--- src/rtl/sram_bus_pkg.sv ---
// Shared widths, write-request payload and read-FSM states for the dcache/sram bus.
package sram_bus_pkg;

  localparam int unsigned SRAM_AW       = 32;
  localparam int unsigned SRAM_DW       = 256;
  localparam int unsigned SRAM_TYPE_W   = 6;
  localparam int unsigned SRAM_STRB_W   = 16;
  localparam int unsigned SRAM_LINE_OFF = 5;

  typedef struct packed {
    logic [SRAM_AW-1:0]     addr;
    logic [SRAM_TYPE_W-1:0] wtype;
    logic [SRAM_STRB_W-1:0] strb;
    logic [SRAM_DW-1:0]     data;
  } sram_w_req_t;

  typedef enum logic {
    R_IDLE = 1'b0,
    R_WAIT = 1'b1
  } rd_state_e;

endpackage

--- src/rtl/dcache_wbuf_if.sv ---
// Line read/write bus; master issues requests, slave accepts and returns reads.
interface dcache_wbuf_if;
  import sram_bus_pkg::*;

  logic                   r_req;
  logic [SRAM_TYPE_W-1:0] r_type;
  logic [SRAM_AW-1:0]     r_addr;
  logic                   r_rdy;
  logic [SRAM_DW-1:0]     re_data;
  logic                   re_valid;
  logic                   w_req;
  logic [SRAM_TYPE_W-1:0] w_type;
  logic [SRAM_AW-1:0]     w_addr;
  logic [SRAM_STRB_W-1:0] w_strb;
  logic [SRAM_DW-1:0]     w_data;
  logic                   w_rdy;

  modport master (
    output r_req, r_type, r_addr, w_req, w_type, w_addr, w_strb, w_data,
    input  r_rdy, re_data, re_valid, w_rdy
  );

  modport slave (
    input  r_req, r_type, r_addr, w_req, w_type, w_addr, w_strb, w_data,
    output r_rdy, re_data, re_valid, w_rdy
  );

endinterface

--- src/rtl/wbuf_fifo.sv ---
// Register FIFO of posted line writes; exposes per-entry line addresses for hazard checks.
module wbuf_fifo
  import sram_bus_pkg::*;
#(
  parameter int unsigned DEPTH    = 2,
  parameter int unsigned LINE_OFF = SRAM_LINE_OFF
) (
  input  logic                                      clk,
  input  logic                                      rst_n,
  input  logic                                      push_i,
  input  sram_w_req_t                               push_data_i,
  input  logic                                      pop_i,
  output logic                                      full_o,
  output logic                                      empty_o,
  output sram_w_req_t                               head_o,
  output logic [DEPTH-1:0]                          valid_o,
  output logic [DEPTH-1:0][SRAM_AW-LINE_OFF-1:0]    line_o
);

  localparam int unsigned IW = $clog2(DEPTH);
  localparam int unsigned PW = IW + 1;

  logic [PW-1:0] wr_ptr_q, wr_ptr_d;
  logic [PW-1:0] rd_ptr_q, rd_ptr_d;
  logic [PW-1:0] count;
  sram_w_req_t   mem_q [DEPTH];
  logic          do_push;
  logic          do_pop;

  assign full_o  = (wr_ptr_q[IW] != rd_ptr_q[IW]) && (wr_ptr_q[IW-1:0] == rd_ptr_q[IW-1:0]);
  assign empty_o = (wr_ptr_q == rd_ptr_q);
  assign do_push = push_i && !full_o;
  assign do_pop  = pop_i && !empty_o;
  assign count   = wr_ptr_q - rd_ptr_q;
  assign head_o  = mem_q[rd_ptr_q[IW-1:0]];

  // Pointer advance; full refuses a push even when a pop happens this cycle.
  always_comb begin
    wr_ptr_d = wr_ptr_q;
    rd_ptr_d = rd_ptr_q;
    if (do_push) wr_ptr_d = wr_ptr_q + PW'(1);
    if (do_pop)  rd_ptr_d = rd_ptr_q + PW'(1);
  end

  // Entry i is live when its distance from the head is below the occupancy.
  always_comb begin
    logic [IW-1:0] off;
    off     = '0;
    valid_o = '0;
    line_o  = '0;
    for (int unsigned i = 0; i < DEPTH; i++) begin
      off        = IW'(i) - rd_ptr_q[IW-1:0];
      valid_o[i] = PW'(off) < count;
      line_o[i]  = mem_q[i].addr[SRAM_AW-1:LINE_OFF];
    end
  end

  // Storage and pointers; reset is synchronous and active-high on rst_n.
  always_ff @(posedge clk) begin
    if (rst_n) begin
      wr_ptr_q <= '0;
      rd_ptr_q <= '0;
      for (int unsigned i = 0; i < DEPTH; i++) mem_q[i] <= '0;
    end else begin
      wr_ptr_q <= wr_ptr_d;
      rd_ptr_q <= rd_ptr_d;
      if (do_push) mem_q[wr_ptr_q[IW-1:0]] <= push_data_i;
    end
  end

endmodule

--- src/rtl/dcache_wbuf.sv ---
// Posted write buffer with hazard-checked read pass-through between dcache and sram bus.
module dcache_wbuf
  import sram_bus_pkg::*;
#(
  parameter int unsigned DEPTH    = 2,
  parameter int unsigned LINE_OFF = SRAM_LINE_OFF
) (
  input  logic          clk,
  input  logic          rst_n,
  dcache_wbuf_if.slave  up,
  dcache_wbuf_if.master dn,
  output logic          wb_empty
);

  rd_state_e                               state_q;
  sram_w_req_t                             push_data;
  sram_w_req_t                             head;
  logic                                    full;
  logic                                    empty;
  logic [DEPTH-1:0]                        ent_valid;
  logic [DEPTH-1:0][SRAM_AW-LINE_OFF-1:0]  ent_line;
  logic                                    hazard;
  logic                                    rd_idle;

  assign push_data = '{addr: up.w_addr, wtype: up.w_type, strb: up.w_strb, data: up.w_data};

  wbuf_fifo #(.DEPTH(DEPTH), .LINE_OFF(LINE_OFF)) u_fifo (
    .clk         (clk),
    .rst_n       (rst_n),
    .push_i      (up.w_req),
    .push_data_i (push_data),
    .pop_i       (dn.w_rdy),
    .full_o      (full),
    .empty_o     (empty),
    .head_o      (head),
    .valid_o     (ent_valid),
    .line_o      (ent_line)
  );

  // Write side: head entry drives the downstream bus until dequeued.
  assign up.w_rdy  = !full;
  assign dn.w_req  = !empty;
  assign dn.w_addr = head.addr;
  assign dn.w_type = head.wtype;
  assign dn.w_strb = head.strb;
  assign dn.w_data = head.data;
  assign wb_empty  = empty;

  // Read hazard against buffered entries only; same-cycle pushes order after the read.
  always_comb begin
    hazard = 1'b0;
    for (int unsigned i = 0; i < DEPTH; i++) begin
      if (ent_valid[i] && (ent_line[i] == up.r_addr[SRAM_AW-1:LINE_OFF])) hazard = 1'b1;
    end
    hazard = hazard && up.r_req;
  end

  // Read pass-through; requests are held off while in reset.
  assign rd_idle     = (state_q == R_IDLE) && !rst_n;
  assign dn.r_req    = rd_idle && up.r_req && !hazard;
  assign up.r_rdy    = rd_idle && dn.r_rdy && !hazard;
  assign dn.r_addr   = up.r_addr;
  assign dn.r_type   = up.r_type;
  assign up.re_valid = (state_q == R_WAIT) && !rst_n && dn.re_valid;
  assign up.re_data  = (state_q == R_WAIT) ? dn.re_data : '0;

  // Single-outstanding read FSM.
  always_ff @(posedge clk) begin
    if (rst_n) begin
      state_q <= R_IDLE;
    end else begin
      case (state_q)
        R_IDLE:  if (dn.r_req && dn.r_rdy) state_q <= R_WAIT;
        R_WAIT:  if (dn.re_valid)          state_q <= R_IDLE;
        default:                           state_q <= R_IDLE;
      endcase
    end
  end

endmodule
--- src/flat_wrapper.sv ---
// flat-port wrapper written by rule: the top's interface ports become plain ports
module dcache_wbuf_flat import sram_bus_pkg::*;
#(
  parameter int unsigned DEPTH    = 2,
  parameter int unsigned LINE_OFF = SRAM_LINE_OFF
)
  (clk, rst_n, wb_empty, up_r_req, up_r_type, up_r_addr, up_w_req, up_w_type, up_w_addr, up_w_strb, up_w_data, up_r_rdy, up_re_data, up_re_valid, up_w_rdy, dn_r_req, dn_r_type, dn_r_addr, dn_w_req, dn_w_type, dn_w_addr, dn_w_strb, dn_w_data, dn_r_rdy, dn_re_data, dn_re_valid, dn_w_rdy);
  dcache_wbuf_if up_i ();
  dcache_wbuf_if dn_i ();
  input  logic clk;
  input  logic rst_n;
  output logic wb_empty;
  input wire logic [$bits(up_i.r_req)-1:0] up_r_req;
  input wire logic [$bits(up_i.r_type)-1:0] up_r_type;
  input wire logic [$bits(up_i.r_addr)-1:0] up_r_addr;
  input wire logic [$bits(up_i.w_req)-1:0] up_w_req;
  input wire logic [$bits(up_i.w_type)-1:0] up_w_type;
  input wire logic [$bits(up_i.w_addr)-1:0] up_w_addr;
  input wire logic [$bits(up_i.w_strb)-1:0] up_w_strb;
  input wire logic [$bits(up_i.w_data)-1:0] up_w_data;
  output wire logic [$bits(up_i.r_rdy)-1:0] up_r_rdy;
  output wire logic [$bits(up_i.re_data)-1:0] up_re_data;
  output wire logic [$bits(up_i.re_valid)-1:0] up_re_valid;
  output wire logic [$bits(up_i.w_rdy)-1:0] up_w_rdy;
  output wire logic [$bits(dn_i.r_req)-1:0] dn_r_req;
  output wire logic [$bits(dn_i.r_type)-1:0] dn_r_type;
  output wire logic [$bits(dn_i.r_addr)-1:0] dn_r_addr;
  output wire logic [$bits(dn_i.w_req)-1:0] dn_w_req;
  output wire logic [$bits(dn_i.w_type)-1:0] dn_w_type;
  output wire logic [$bits(dn_i.w_addr)-1:0] dn_w_addr;
  output wire logic [$bits(dn_i.w_strb)-1:0] dn_w_strb;
  output wire logic [$bits(dn_i.w_data)-1:0] dn_w_data;
  input wire logic [$bits(dn_i.r_rdy)-1:0] dn_r_rdy;
  input wire logic [$bits(dn_i.re_data)-1:0] dn_re_data;
  input wire logic [$bits(dn_i.re_valid)-1:0] dn_re_valid;
  input wire logic [$bits(dn_i.w_rdy)-1:0] dn_w_rdy;
  assign up_i.r_req = up_r_req;
  assign up_i.r_type = up_r_type;
  assign up_i.r_addr = up_r_addr;
  assign up_i.w_req = up_w_req;
  assign up_i.w_type = up_w_type;
  assign up_i.w_addr = up_w_addr;
  assign up_i.w_strb = up_w_strb;
  assign up_i.w_data = up_w_data;
  assign up_r_rdy = up_i.r_rdy;
  assign up_re_data = up_i.re_data;
  assign up_re_valid = up_i.re_valid;
  assign up_w_rdy = up_i.w_rdy;
  assign dn_r_req = dn_i.r_req;
  assign dn_r_type = dn_i.r_type;
  assign dn_r_addr = dn_i.r_addr;
  assign dn_w_req = dn_i.w_req;
  assign dn_w_type = dn_i.w_type;
  assign dn_w_addr = dn_i.w_addr;
  assign dn_w_strb = dn_i.w_strb;
  assign dn_w_data = dn_i.w_data;
  assign dn_i.r_rdy = dn_r_rdy;
  assign dn_i.re_data = dn_re_data;
  assign dn_i.re_valid = dn_re_valid;
  assign dn_i.w_rdy = dn_w_rdy;
  dcache_wbuf #(.DEPTH(DEPTH), .LINE_OFF(LINE_OFF)) u_core (.clk(clk), .rst_n(rst_n), .up(up_i), .dn(dn_i), .wb_empty(wb_empty));
endmodule
--- config.mk ---
export PLATFORM = sky130hd
export DESIGN_NAME = dcache_wbuf_flat
export DESIGN_NICKNAME = d
export VERILOG_FILES = /design/src/rtl/sram_bus_pkg.sv /design/src/rtl/dcache_wbuf_if.sv /design/src/rtl/wbuf_fifo.sv /design/src/rtl/dcache_wbuf.sv /design/src/flat_wrapper.sv
export SDC_FILE = /design/constraint.sdc
export NUM_CORES = 1
export LEC_CHECK = 0
export ABC_AREA = 1
export BUFFER_PORTS_ARGS = -buffer_cell sky130_fd_sc_hd__buf_2
export CAP_MARGIN = 40
export CORE_AREA = 2 2 478 480
export DETAILED_ROUTE_END_ITERATION = 7
export DIE_AREA = 0 0 480 482
export PLACE_DENSITY = 0.35
export SETUP_SLACK_MARGIN = 0.5
export SYNTH_ARGS = -nofsm -noshare
export SYNTH_HDL_FRONTEND = slang
export SYNTH_HIERARCHICAL = 1
export SYNTH_SLANG_ARGS = --single-unit
--- constraint.sdc ---
create_clock -name clk -period 18.1 [get_ports clk]
set_input_delay 0 -clock clk [delete_from_list [all_inputs] [get_ports clk]]
set_output_delay 0 -clock clk [all_outputs]
set_load 0.03 [all_outputs]
==> summary.md, run 1 <==
| Metric | Value |
|---|---|
| Share of layout cells above drive strength 1 | 38.2% |
| Clk_lat worst skew | 670 ps |
| P_int | 2.93 mW |
| Async S/R FF share, synth | 0% |
| Synth unique cells | 30 |
| Post-CTS Setup Inserts | 0 |
| Grt ovf | 0 |
| Die area | around 0.23 mm2 |
| Peak VDD IR | 0.0656 mV |
| Critical Path Start Type | register |
| Mapped Cells | 2880 |
| Drt wl/cell | 24.0 um |
| Worst min path class | in2out |
| # rows | 175 |
| Endpoints failing setup | 0 |
| Initial antenna violation count | 61 |
| Final wirelength | 177 mm |
| Remaining antenna violation count after routing | 0 |
| Mapped Nets | around 3500 |
| Vias in the first global route | 25945 |
| Syn-to-layout area delta | 47.0% |
| PD cells | 97.5 mW/mm2 |
| Top FF cell, synth | edfxtp_1 |
| Pin count of the biggest net entering global routing | 122 |
| Met1 usage | 14.5% |
| Clk sinks | 626 |
| Met3 GRT Util | 3.22% |
| Clock network fraction of total power | 33.9% |
| Clock buffer depth | 3 |
| Fin Setup TNS | 0 ps |
| H-tree levels | 3 |
| Synthesized area | about 0.030 mm2 |
| Final setup skew | between 20 and 30 ps |
| Max frequency | approximately 0.22 GHz |
| CTS root buffer | clkbuf_16 |
| Worst path required time | 18390 ps |
| Sequential power share | 41.1% |
| Detailed Route Iter0 Violations | 1249 |
| Crit path buffers/inverters | 4 |
| DRC | 0 |
| Vias per std cell | between 3 and 4 |
| Post-synthesis register bit count | 626 |
| Net switching power | 1.42 mW |
| Final net count | 4893 |
| I/O Buffers | 1198 |
| First-pass GRT wire length | ~230 mm |
| CP Capture Type | register |
| Syn. warnings | 6 |
| Min Tclk post-route | 4550 ps |
| Switching share of total power | 32.7% |
| Combinational power share | 25.0% |
| Worst EP arrival | 4840 ps |
| Cell Chain, Critical Path | inv_1 -> ha_1 -> nand3_2 -> nand2_1 -> nand2_4 -> buf_4 -> buf_4 -> buf_4 |
| Routed vias | approximately 25000 |
| Delay-heaviest family, CP | buffers and inverters |
| IO Count | 1221 |
| Overall Power | 4.35 mW |
| Core Area | 0.226 mm2 |
| Slew of the pin with the lowest slew margin | 1140 ps |
| CP max stage delay | 760 ps |
| Sequential area share after synthesis | 61.7% |
| Avg Synthesized Cell Area | 10.5 um2 |
| Slew margin rel. | between 20% and 30% |
| RSZ-0062 raised after global routing | no |
| Max Cap Viol | 0 |
| GP Congestion | 0.885 |
| CTS tree | built |
| Slowest stage cell, crit path | buf_4 |
| DIE HEIGHT | 482 um |
| Critical path type | reg2reg |
| Hold Vio Cnt, Final | 0 |
| Post-synth EDFFs | between 600 and 700 |
| Total clock buffers created by CTS | 76 |
| Hold_ws | 0.0628 ps |
| Most frequent CP cell | buf_4 |
| Crit-path max FO | 53 |
| Leak | around 22 nW |
| Final Cycle Share | 25.1% |
| Clock-pin slew on the worst setup and hold paths | around 60 ps |
| Dpl hpwl | 141 mm |
| Starting Density | 13.4% |
| GR Util met2 | approximately 28% |
| Status | finished, final reports clean |
| Most Used Layer, Global Route | met2 |
| Final Max Slew Viols | 0 |
| 1st-pass router iterations | 5 |
| Width of the die | 480 um |
| Total track usage | 14.6% |
==> cell usage in the layout, fill, tap and decap left out, types with 6 or more instances in the layout <==
master / count
buf_2: 1198
buf_4: 21
clkbuf_1: 18
clkbuf_16: 80
clkinv_1: 27
clkinv_2: 7
diode_2: 29
dlygate4sd3_1: 317
edfxtp_1: 620
inv_1: 628
inv_2: 12
mux2_2: 310
nand2_1: 371
nand3_1: 6
nand4_1: 7
nor2_1: 647
xnor2_1: 15
==> final timing paths <==
path	to	startpoint	cells after the start	slack (ps)
hold reg to reg	u_core/u_fifo/wr_ptr_q[1]$_SDFFE_PP0P_	u_core/u_fifo/wr_ptr_q[1]$_SDFFE_PP0P_	2	510
hold / removal	dn_r_addr[1]	up_r_addr[1]	0	0.06
setup / recovery	u_core/u_fifo/mem_q[1][11]$_SDFFCE_PN0P_	u_core/u_fifo/wr_ptr_q[0]$_SDFFE_PP0P_	8	13550
setup reg to reg	u_core/u_fifo/mem_q[1][11]$_SDFFCE_PN0P_	u_core/u_fifo/wr_ptr_q[0]$_SDFFE_PP0P_	8	13550
==> cells in the mapped netlist, types with 3 or more instances <==
cell type | count | area [um2]
nor2_1 | 647 | 2430
inv_1 | 628 | 2360
edfxtp_1 | 620 | 18600
nand2_1 | 373 | 1400
mux2_2 | 310 | 3490
buf_4 | 119 | 893
buf_2 | 90 | 450
xnor2_1 | 15 | 131
inv_2 | 12 | 45.0
buf_6 | 9 | 101
nand4_1 | 7 | 43.8
dfxtp_1 | 6 | 120
nand3_1 | 6 | 30.0
clkbuf_1 | 5 | 18.8
clkinv_1 | 4 | 15.0
xor2_1 | 4 | 35.0
a21oi_1 | 3 | 15.0
ha_1 | 3 | 37.5
nand2_2 | 3 | 18.8
nand3_2 | 3 | 30.0
==> repair_timing <==
item                                    4_1_cts  5_1_grt
hold buffers                                317        0
endpoints found under the setup margin        0        0
hold endpoints to repair                    626        0
gates resized for setup                       0        0
==> sequential cells by signal (all words and copies together) (netlist names), named ones only <==
| name | cells |
|---|---|
| u_core/u_fifo/mem_q | 620 |
| u_core/u_fifo/rd_ptr_q | 2 |
| u_core/u_fifo/wr_ptr_q | 2 |
| u_core/state_q | 1 |
==> layout make-up <==
cell class	count	area, um2
fill	25346	182000
sequential	626	18700
timing repair buffer	1544	9520
multi-input combinational	1387	7780
tap	3009	3760
inverter	644	2420
clock buffer	98	2070
clock inverter	37	265
antenna	29	72.6
==> per-stage QoR <==
stage	instance area, um2	cells	utilization (%)	setup slack (ps)
floorplan	30400	2880	-	9400
global placement	38900	6888	17.2	13470
detailed placement	39100	6893	17.3	13510
CTS	44600	7345	19.7	13360
global route	44600	7363	19.7	13270
finish	44600	7374	19.7	13550
==> per-layer routing <==
metal | part of all wire, % | up-vias
li1 | - | 11700
met1 | 34 | 12493
met2 | 54 | 1005
met3 | 5.7 | 217
met4 | 5.3 | 16
met5 | 0.064 | -
==> cells by family (layout without fill, tap and decap cells) <==
kind of cell             after synthesis  after routing  synth area share [%]
AO/OA/AOI/OAI                          9              9                 0.177
XOR/XNOR                              19             19                 0.548
adder cells (fa/ha/maj)                3              3                 0.124
buffers and inverters                867           2323                  12.8
flip-flops                           626            626                  61.7
multiplexers                         310            310                  11.5
other                                  0             29                     0
AND/OR/NAND/NOR                     1046           1046                  13.2
==> power by group through the flow <==
stage | Combinational [mW] | Sequential [mW] | Clock, mW
final | 1.09 | 1.79 | 1.48
after global routing | 1.15 | 1.80 | 1.58
after CTS | 1.12 | 1.79 | 1.54
after detailed placement | 1.05 | 1.81 | 0
after global placement | 1.05 | 1.82 | 0
after floorplan | 0.649 | 1.82 | 0
No activity file was read; power rests on OpenSTA's default activity.
==> run 2: changes to the inputs <==
==> constraint.sdc (replaced) <==
create_clock -name clk -period 4.3 [get_ports clk]
set_input_delay 0 -clock clk [delete_from_list [all_inputs] [get_ports clk]]
set_output_delay 0 -clock clk [all_outputs]
set_load 0.03 [all_outputs]
==> run 2 against run 1 <==
Against the previous run:
- sequential share of layout area fell by 0.30 points
- utilization is 0.14 points higher
- via count fell by 0.46%
- clock skew rose by 0.59 ps
- clock-buffer cell count fell by 1
- sequential power rose to 4.2 times the previous value
- first-iteration DRC count decreased by 22%
- register-to-register slack got worse by 12000 ps
- non-clock buffer count is 21 higher
- critical path type is now reg2out
- critical endpoint is now up_re_data[106]
==> summary.md, run 2 (same netlist as run 1, synthesis figures left out) <==
| Metric | Value |
|---|---|
| Clk_lat worst skew | 670 ps (about the same) |
| Worst path required time | 4300 ps (-14090 ps) |
| Worst min path class | in2out |
| PD cells | 406 mW/mm2 (+320%) |
| Die area | 0.231 mm2 (unchanged) |
| Final net count | 4915 (+0.45%) |
| Area of the multi-input gates | 0.00780 mm2 (+0.23%) |
| Fin Setup TNS | 0 ps (unchanged) |
| Leak | 22.5 nW (+0.71%) |
| Storage element area | 0.0187 mm2 (unchanged) |
| Detailed Route Iter0 Violations | 975 (-22%) |
| Core Area | 0.226 mm2 (unchanged) |
| Pin count of the biggest net entering global routing | 150 (+23%) |
| H-tree levels | 3 (unchanged) |
| Total clock buffers created by CTS | 77 (+1.3%) |
| Cts hold-fix bufs | 316 (-0.32%) |
| Share of layout cells above drive strength 1 | 38.6% (+0.42 points) |
| Hold path endpoint | dn_r_addr[3] |
| CP Capture Type | output port |
| First-pass GRT wire length | 231 mm (+0.76%) |
| R2R Setup Slk | 1260 ps (-12290 ps) |
| Peak VDD IR | 0.290 mV (+340%) |
| I/O Buffers | 1198 (unchanged) |
| Clock-pin slew on the worst setup and hold paths | 50 ps (about the same) |
| CP max stage delay | 860 ps (+100 ps) |
| Final Max Slew Viols | 0 (unchanged) |
| Slowest stage cell, crit path | dfxtp_4 |
| Fillers | 25379 (+0.13%) |
| Post-Route Utilization | 19.9% (+0.14 points) |
| Clk sinks | 626 (unchanged) |
| Routed vias | 25313 (-0.46%) |
| Max frequency | 0.328 GHz |
| GP Congestion | 0.887 (+0.18%) |
| IO Count | 1221 (unchanged) |
| Crit path buffers/inverters | 3 (-1) |
| Slew of the pin with the lowest slew margin | 1310 ps (+179 ps) |
| Status | finished, final reports clean |
| Final setup skew | 30.2 ps (+0.592 ps) |
| Grt ovf | 0 (unchanged) |
| CTS tree | built |
| Remaining antenna violation count after routing | 0 (unchanged) |
| 1st-pass router iterations | 5 (unchanged) |
| Final wirelength | 177 mm (-0.11%) |
| Clock network fraction of total power | 33.6% (-0.3 points) |
| Vias in the first global route | 26311 (+1.4%) |
| Vias per std cell | 3.42 (-0.75%) |
| DRC | 0 (unchanged) |
| Post_cts resized | 0 (unchanged) |
| RSZ-0062 raised after global routing | no |
| Endpoints failing setup | 0 (unchanged) |
| Combinational power share | 25.5% (+0.5 points) |
| Final Cycle Share | 70.9% |
| Reg2Reg Depth | 16 (+8) |
| Most frequent cells in the layout | buf_2, nor2_1, inv_1 |
| Total track usage | 14.7% (+0.064 points) |
| Slew margin rel. | 12.3% (-12 points) |
| Net switching power | 5.94 mW (+320%) |
| Worst EP arrival | 3050 ps (-1790 ps) |
| Initial antenna violation count | 70 (+15%) |
| Clock buffer depth | 3 (unchanged) |
| Cell Chain, Critical Path | buf_4 -> nand2_1 -> inv_1 -> buf_2 |
| Critical path type | reg2out |
| Commonest non-fill, non-tap cell in the layout | buf_2 |
| Hold Vio Cnt, Final | 0 (unchanged) |
| Starting Density | 13.4% (unchanged) |
| Hold Path Origin | up_r_addr[3] |
| Min Tclk post-route | 3050 ps |
| Post-CTS Setup Inserts | 0 (unchanged) |
| Max reg flops | 620 (unchanged) |
| Top flop regs | u_core/u_fifo/mem_q (620), u_core/u_fifo/rd_ptr_q (2), u_core/u_fifo/wr_ptr_q (2) |
| Width of the die | 480 um (unchanged) |
| Critical Path Start Type | register |
| Switching share of total power | 32.6% (-0.13 points) |
| # rows | 175 (unchanged) |
| Syn-to-layout area delta | 48.0% |
| Sequential power share | 40.8% (-0.3 points) |
| WHS Path Cells | 0 (unchanged) |
| R2R Path Start | u_core/u_fifo/wr_ptr_q[0]$_SDFFE_PP0P_ |
| CTS root buffer | clkbuf_16 |
| Max Cap Viol | 0 (unchanged) |
| Biggest register | u_core/u_fifo/mem_q |
| Crit-path max FO | 71 (+34%) |
| Delay-heaviest family, CP | flip-flops |
| DIE HEIGHT | 482 um (unchanged) |
| Drt wl/cell | 23.9 um (-0.40%) |
| Reg2Reg Capture Point | u_core/state_q$_SDFF_PP0_ |
| P_int | 12.3 mW (+320%) |
| Dpl hpwl | 141 mm (-0.18%) |
-- run 2: cell types whose count changed in the layout (fill, tap and decap cells not counted), sizes merged --
cell and change:
buf +22, clkinv -5, inv +3, clkinvlp +2
clkbuf -1, diode +1, dlygate4sd3 -1
-- run 2: layout make-up --
cell class / count / area share, %
Timing Repair Buffer: 1565 / 21.9
Multi-Input combinational cell: 1387 / 17.3
Inverter: 644 / 5.38
Clock inverter: 37 / 0.618
Sequential cell: 626 / 41.7
Tap cell: 3009 / 8.37
Antenna cell: 30 / 0.167
Clock buffer: 97 / 4.50
-- run 2: worst max path at each step --
stage | startpoint | end | cells past startpoint
detailed placement | u_core/u_fifo/wr_ptr_q[0]$_SDFFE_PP0P_ | u_core/u_fifo/mem_q[0][260]$_SDFFCE_PN0P_ | 7
floorplan | u_core/u_fifo/wr_ptr_q[0]$_SDFFE_PP0P_ | u_core/u_fifo/mem_q[1][0]$_SDFFCE_PN0P_ | 5
global route | u_core/u_fifo/wr_ptr_q[0]$_SDFFE_PP0P_ | u_core/state_q$_SDFF_PP0_ | 16
global placement | u_core/u_fifo/wr_ptr_q[0]$_SDFFE_PP0P_ | u_core/u_fifo/mem_q[0][262]$_SDFFCE_PN0P_ | 6
finish | u_core/state_q$_SDFF_PP0_ | up_re_data[106] | 4
CTS | u_core/u_fifo/wr_ptr_q[0]$_SDFFE_PP0P_ | dn_r_req | 13
-- run 2: power groups by stage --
stage / clock network [mW] / registers (mW) / logic [mW]
global placement: 0 / 7.61 / 4.48
CTS: 6.42 / 7.46 / 4.79
finish: 6.14 / 7.45 / 4.66
floorplan: 0 / 7.53 / 2.73
detailed placement: 0 / 7.58 / 4.51
global route: 6.61 / 7.50 / 4.96
-- run 2: through the flow --
step / setup WS [ps] / power (mW) / hold slack, ps / instances / area, um2
finish: 1250 / 18.2 / 0.0341 / 7395 / 45000
global route: 987 / 19.1 / 0.0775 / 7390 / 44900
CTS: 1200 / 18.7 / 0.205 / 7365 / 44900
detailed placement: 1590 / 12.1 / 0.205 / 6915 / 39400
global placement: 1500 / 12.1 / 0.205 / 6912 / 39300
floorplan: 706 / 10.3 / 101 / 2880 / 30400
-- run 2: metal layers --
layer	global-route usage (%)	routed length [um]
met5	0	182
met1	14.2	59900
met2	28.1	96200
met3	4.24	12200
met4	7.39	8590
==> run 3: changes to the inputs <==
==> constraint.sdc (replaced) <==
create_clock -name clk -period 3.1 [get_ports clk]
set_input_delay 0 -clock clk [delete_from_list [all_inputs] [get_ports clk]]
set_output_delay 0 -clock clk [all_outputs]
set_load 0.03 [all_outputs]
==> run 3 against run 2 <==
Against the previous run:
- flip-flop and latch count is the same
- via count increased by 0.51%
- largest cell class unchanged
- global-route usage is 0.29 points lower
- clock-buffer cell count shrank 4
- largest power group unchanged
- clock power increased by 41%
- wire length decreased by 1.8%
- highest routed layer unchanged
==> summary.md, run 3 (same netlist as run 1, synthesis figures left out) <==
| Metric | Value |
|---|---|
| 1st-pass router iterations | 7 (+2) |
| Share of layout cells above drive strength 1 | 39.6% (+1.0 points) |
| Starting Density | 13.4% (unchanged) |
| Clock-pin slew on the worst setup and hold paths | 50 ps (about the same) |
| Leak | 22.8 nW (+1.3%) |
| Peak VDD IR | 0.425 mV (+47%) |
| Endpoints failing setup | 0 (unchanged) |
| Vias in the first global route | 26465 (+0.59%) |
| Most frequent cells in the layout | buf_2, nor2_1, inv_1 |
| Commonest non-fill, non-tap cell in the layout | buf_2 |
| CTS root buffer | clkbuf_16 |
| Status | finished, final reports clean |
| PD cells | 560 mW/mm2 (+38%) |
| Max Cap Viol | 0 (unchanged) |
| P_int | 17.2 mW (+40%) |
| Total clock buffers created by CTS | 78 (+1.3%) |
| Worst path required time | 3100 ps (-1200 ps) |
| Grt ovf | 0 (unchanged) |
| Final Max Slew Viols | 0 (unchanged) |
| # rows | 175 (unchanged) |
| Worst EP arrival | 2520 ps (-530 ps) |
| Pin count of the biggest net entering global routing | 121 (-19%) |
| First-pass GRT wire length | 228 mm (-1.5%) |
| Critical Path Start Type | register |
| Switching share of total power | 32.8% (+0.21 points) |
| Crit-path max FO | 3 (-96%) |
| Min Tclk post-route | 2520 ps |
| Clock network fraction of total power | 33.9% (+0.3 points) |
| Overall Power | 25.6 mW (+40%) |
| Hold Vio Cnt, Final | 0 (unchanged) |
| Final net count | 4964 (+1.0%) |
| Final setup skew | 22.4 ps (-7.76 ps) |
| Total track usage | 14.4% (-0.29 points) |
| Final Cycle Share | around four fifths |
| Width of the die | 480 um (unchanged) |
| Slew of the pin with the lowest slew margin | 1000 ps (-311 ps) |
| Max reg flops | 620 (unchanged) |
| Fin Setup TNS | 0 ps (unchanged) |
| DIE HEIGHT | 482 um (unchanged) |
| Vias per std cell | 3.41 (-0.52%) |
| Combinational power share | 25.8% (+0.3 points) |
| Drt wl/cell | 23.3 um (-2.8%) |
| Initial antenna violation count | 83 (+19%) |
| CP Capture Type | output port |
| IO Count | 1221 (unchanged) |
| Detailed Route Iter0 Violations | 1083 (+11%) |
| Critical path type | reg2out |
| CTS tree | built |
| Worst min path class | in2out |
| Clk_lat worst skew | 670 ps (about the same) |
| Net switching power | 8.38 mW (+41%) |
| Max frequency | 0.397 GHz |
| Clock buffer depth | 3 (unchanged) |
| Final wirelength | 174 mm (-1.8%) |
| Clk sinks | 626 (unchanged) |
| Biggest register | u_core/u_fifo/mem_q |
| GP Congestion | 0.902 (+1.8%) |
| Slew margin rel. | 33.1% (+21 points) |
| Routed vias | 25443 (+0.51%) |
| DRC | 0 (unchanged) |
| I/O Buffers | 1198 (unchanged) |
| H-tree levels | 3 (unchanged) |
| RSZ-0062 raised after global routing | yes |
| Syn-to-layout area delta | 50.2% |
| Dpl hpwl | 138 mm (-2.1%) |
| Core Area | 0.226 mm2 (unchanged) |
| Die area | 0.231 mm2 (unchanged) |
| Top flop regs | u_core/u_fifo/mem_q (620), u_core/u_fifo/rd_ptr_q (2), u_core/u_fifo/wr_ptr_q (2) |
| Sequential power share | 40.3% (-0.5 points) |
| Remaining antenna violation count after routing | 0 (unchanged) |
==> run 3: changes by cell type in the layout (fill, tap and decap cells not counted), sizes merged <==
cell	delta
buf	+45
clkbuf	-4
clkinv	+5
inv	+2
dlygate4sd3	+3
diode	+26
==> run 3: routing by layer <==
metal	vias to the layer above	part of all wire, %	track usage, %
li1	11864	-	-
met1	12292	34	13.8
met2	950	53	27.3
met3	293	7.1	4.41
met4	44	5.9	7.56
met5	-	0.18	0
==> run 3: worst max-delay path: stages (launching register included) <==
cell     delay, ps
dfxtp_4        350
inv_2           60
nand2_2         60
nand2_2         80
inv_2           50
ha_4           220
or2_4          240
nand4_1         70
nor2_1          60
nand2_1         70
nor2_2          40
nand2_2         80
buf_6          100
nand2_4         50
nor2_1         150
buf_6          190
==> run 3: area by class of cell <==
cell class | count | area (um2)
repair buffers | 1613 | 10300
clock inverters | 44 | 358
clock buffers | 93 | 2010
well taps | 3009 | 3760
diodes | 56 | 140
multi-input cells | 1387 | 7860
fillers | 25283 | 181000
flip-flops and latches | 626 | 18800
inverters | 644 | 2420
==> run 3: timing repair <==
item | CTS | global route
buffers inserted | 20 | 4
setup endpoints to repair | 24 | 3
endpoints found under the hold margin | 626 | 0
pin swaps | 4 | 7
hold buffers | 319 | 0
cloned | 0 | 0
resized for setup | 8 | 20
==> run 3: stage by stage <==
| stage | setup WS [ps] | hold slack [ps] | cells | util [%] | area (um2) |
|---|---|---|---|---|---|
| floorplan | 329 | 101 | 2880 | - | 30400 |
| global placement | 752 | 0.205 | 6935 | 17.5 | 39600 |
| detailed placement | 738 | 0.205 | 6936 | 17.5 | 39600 |
| CTS | 473 | 0.205 | 7412 | 20.0 | 45400 |
| global route | 391 | 0.102 | 7461 | 20.1 | 45600 |
| finish | 581 | 0.0566 | 7472 | 20.2 | 45600 |
==> run 3: path summary, 6_finish.rpt <==
check             slack, ps  cells past startpoint                                endpoint                                   start
hold / removal         0.06                      0                            dn_r_type[5]                            up_r_type[5]
hold reg to reg         520                      2  u_core/u_fifo/wr_ptr_q[1]$_SDFFE_PP0P_  u_core/u_fifo/wr_ptr_q[1]$_SDFFE_PP0P_
setup / recovery        580                     15                                dn_r_req  u_core/u_fifo/rd_ptr_q[1]$_SDFFE_PP0P_
setup reg to reg        600                     22               u_core/state_q$_SDFF_PP0_  u_core/u_fifo/rd_ptr_q[1]$_SDFFE_PP0P_
==> run 3: power groups by stage <==
stage / clock network (mW) / registers, mW / logic (mW)
after global routing: 9.34 / 10.4 / 7.03
after detailed placement: 0 / 10.5 / 6.30
after CTS: 9.09 / 10.3 / 6.77
final: 8.67 / 10.3 / 6.58
after floorplan: 0 / 10.4 / 3.80
after global placement: 0 / 10.5 / 6.30
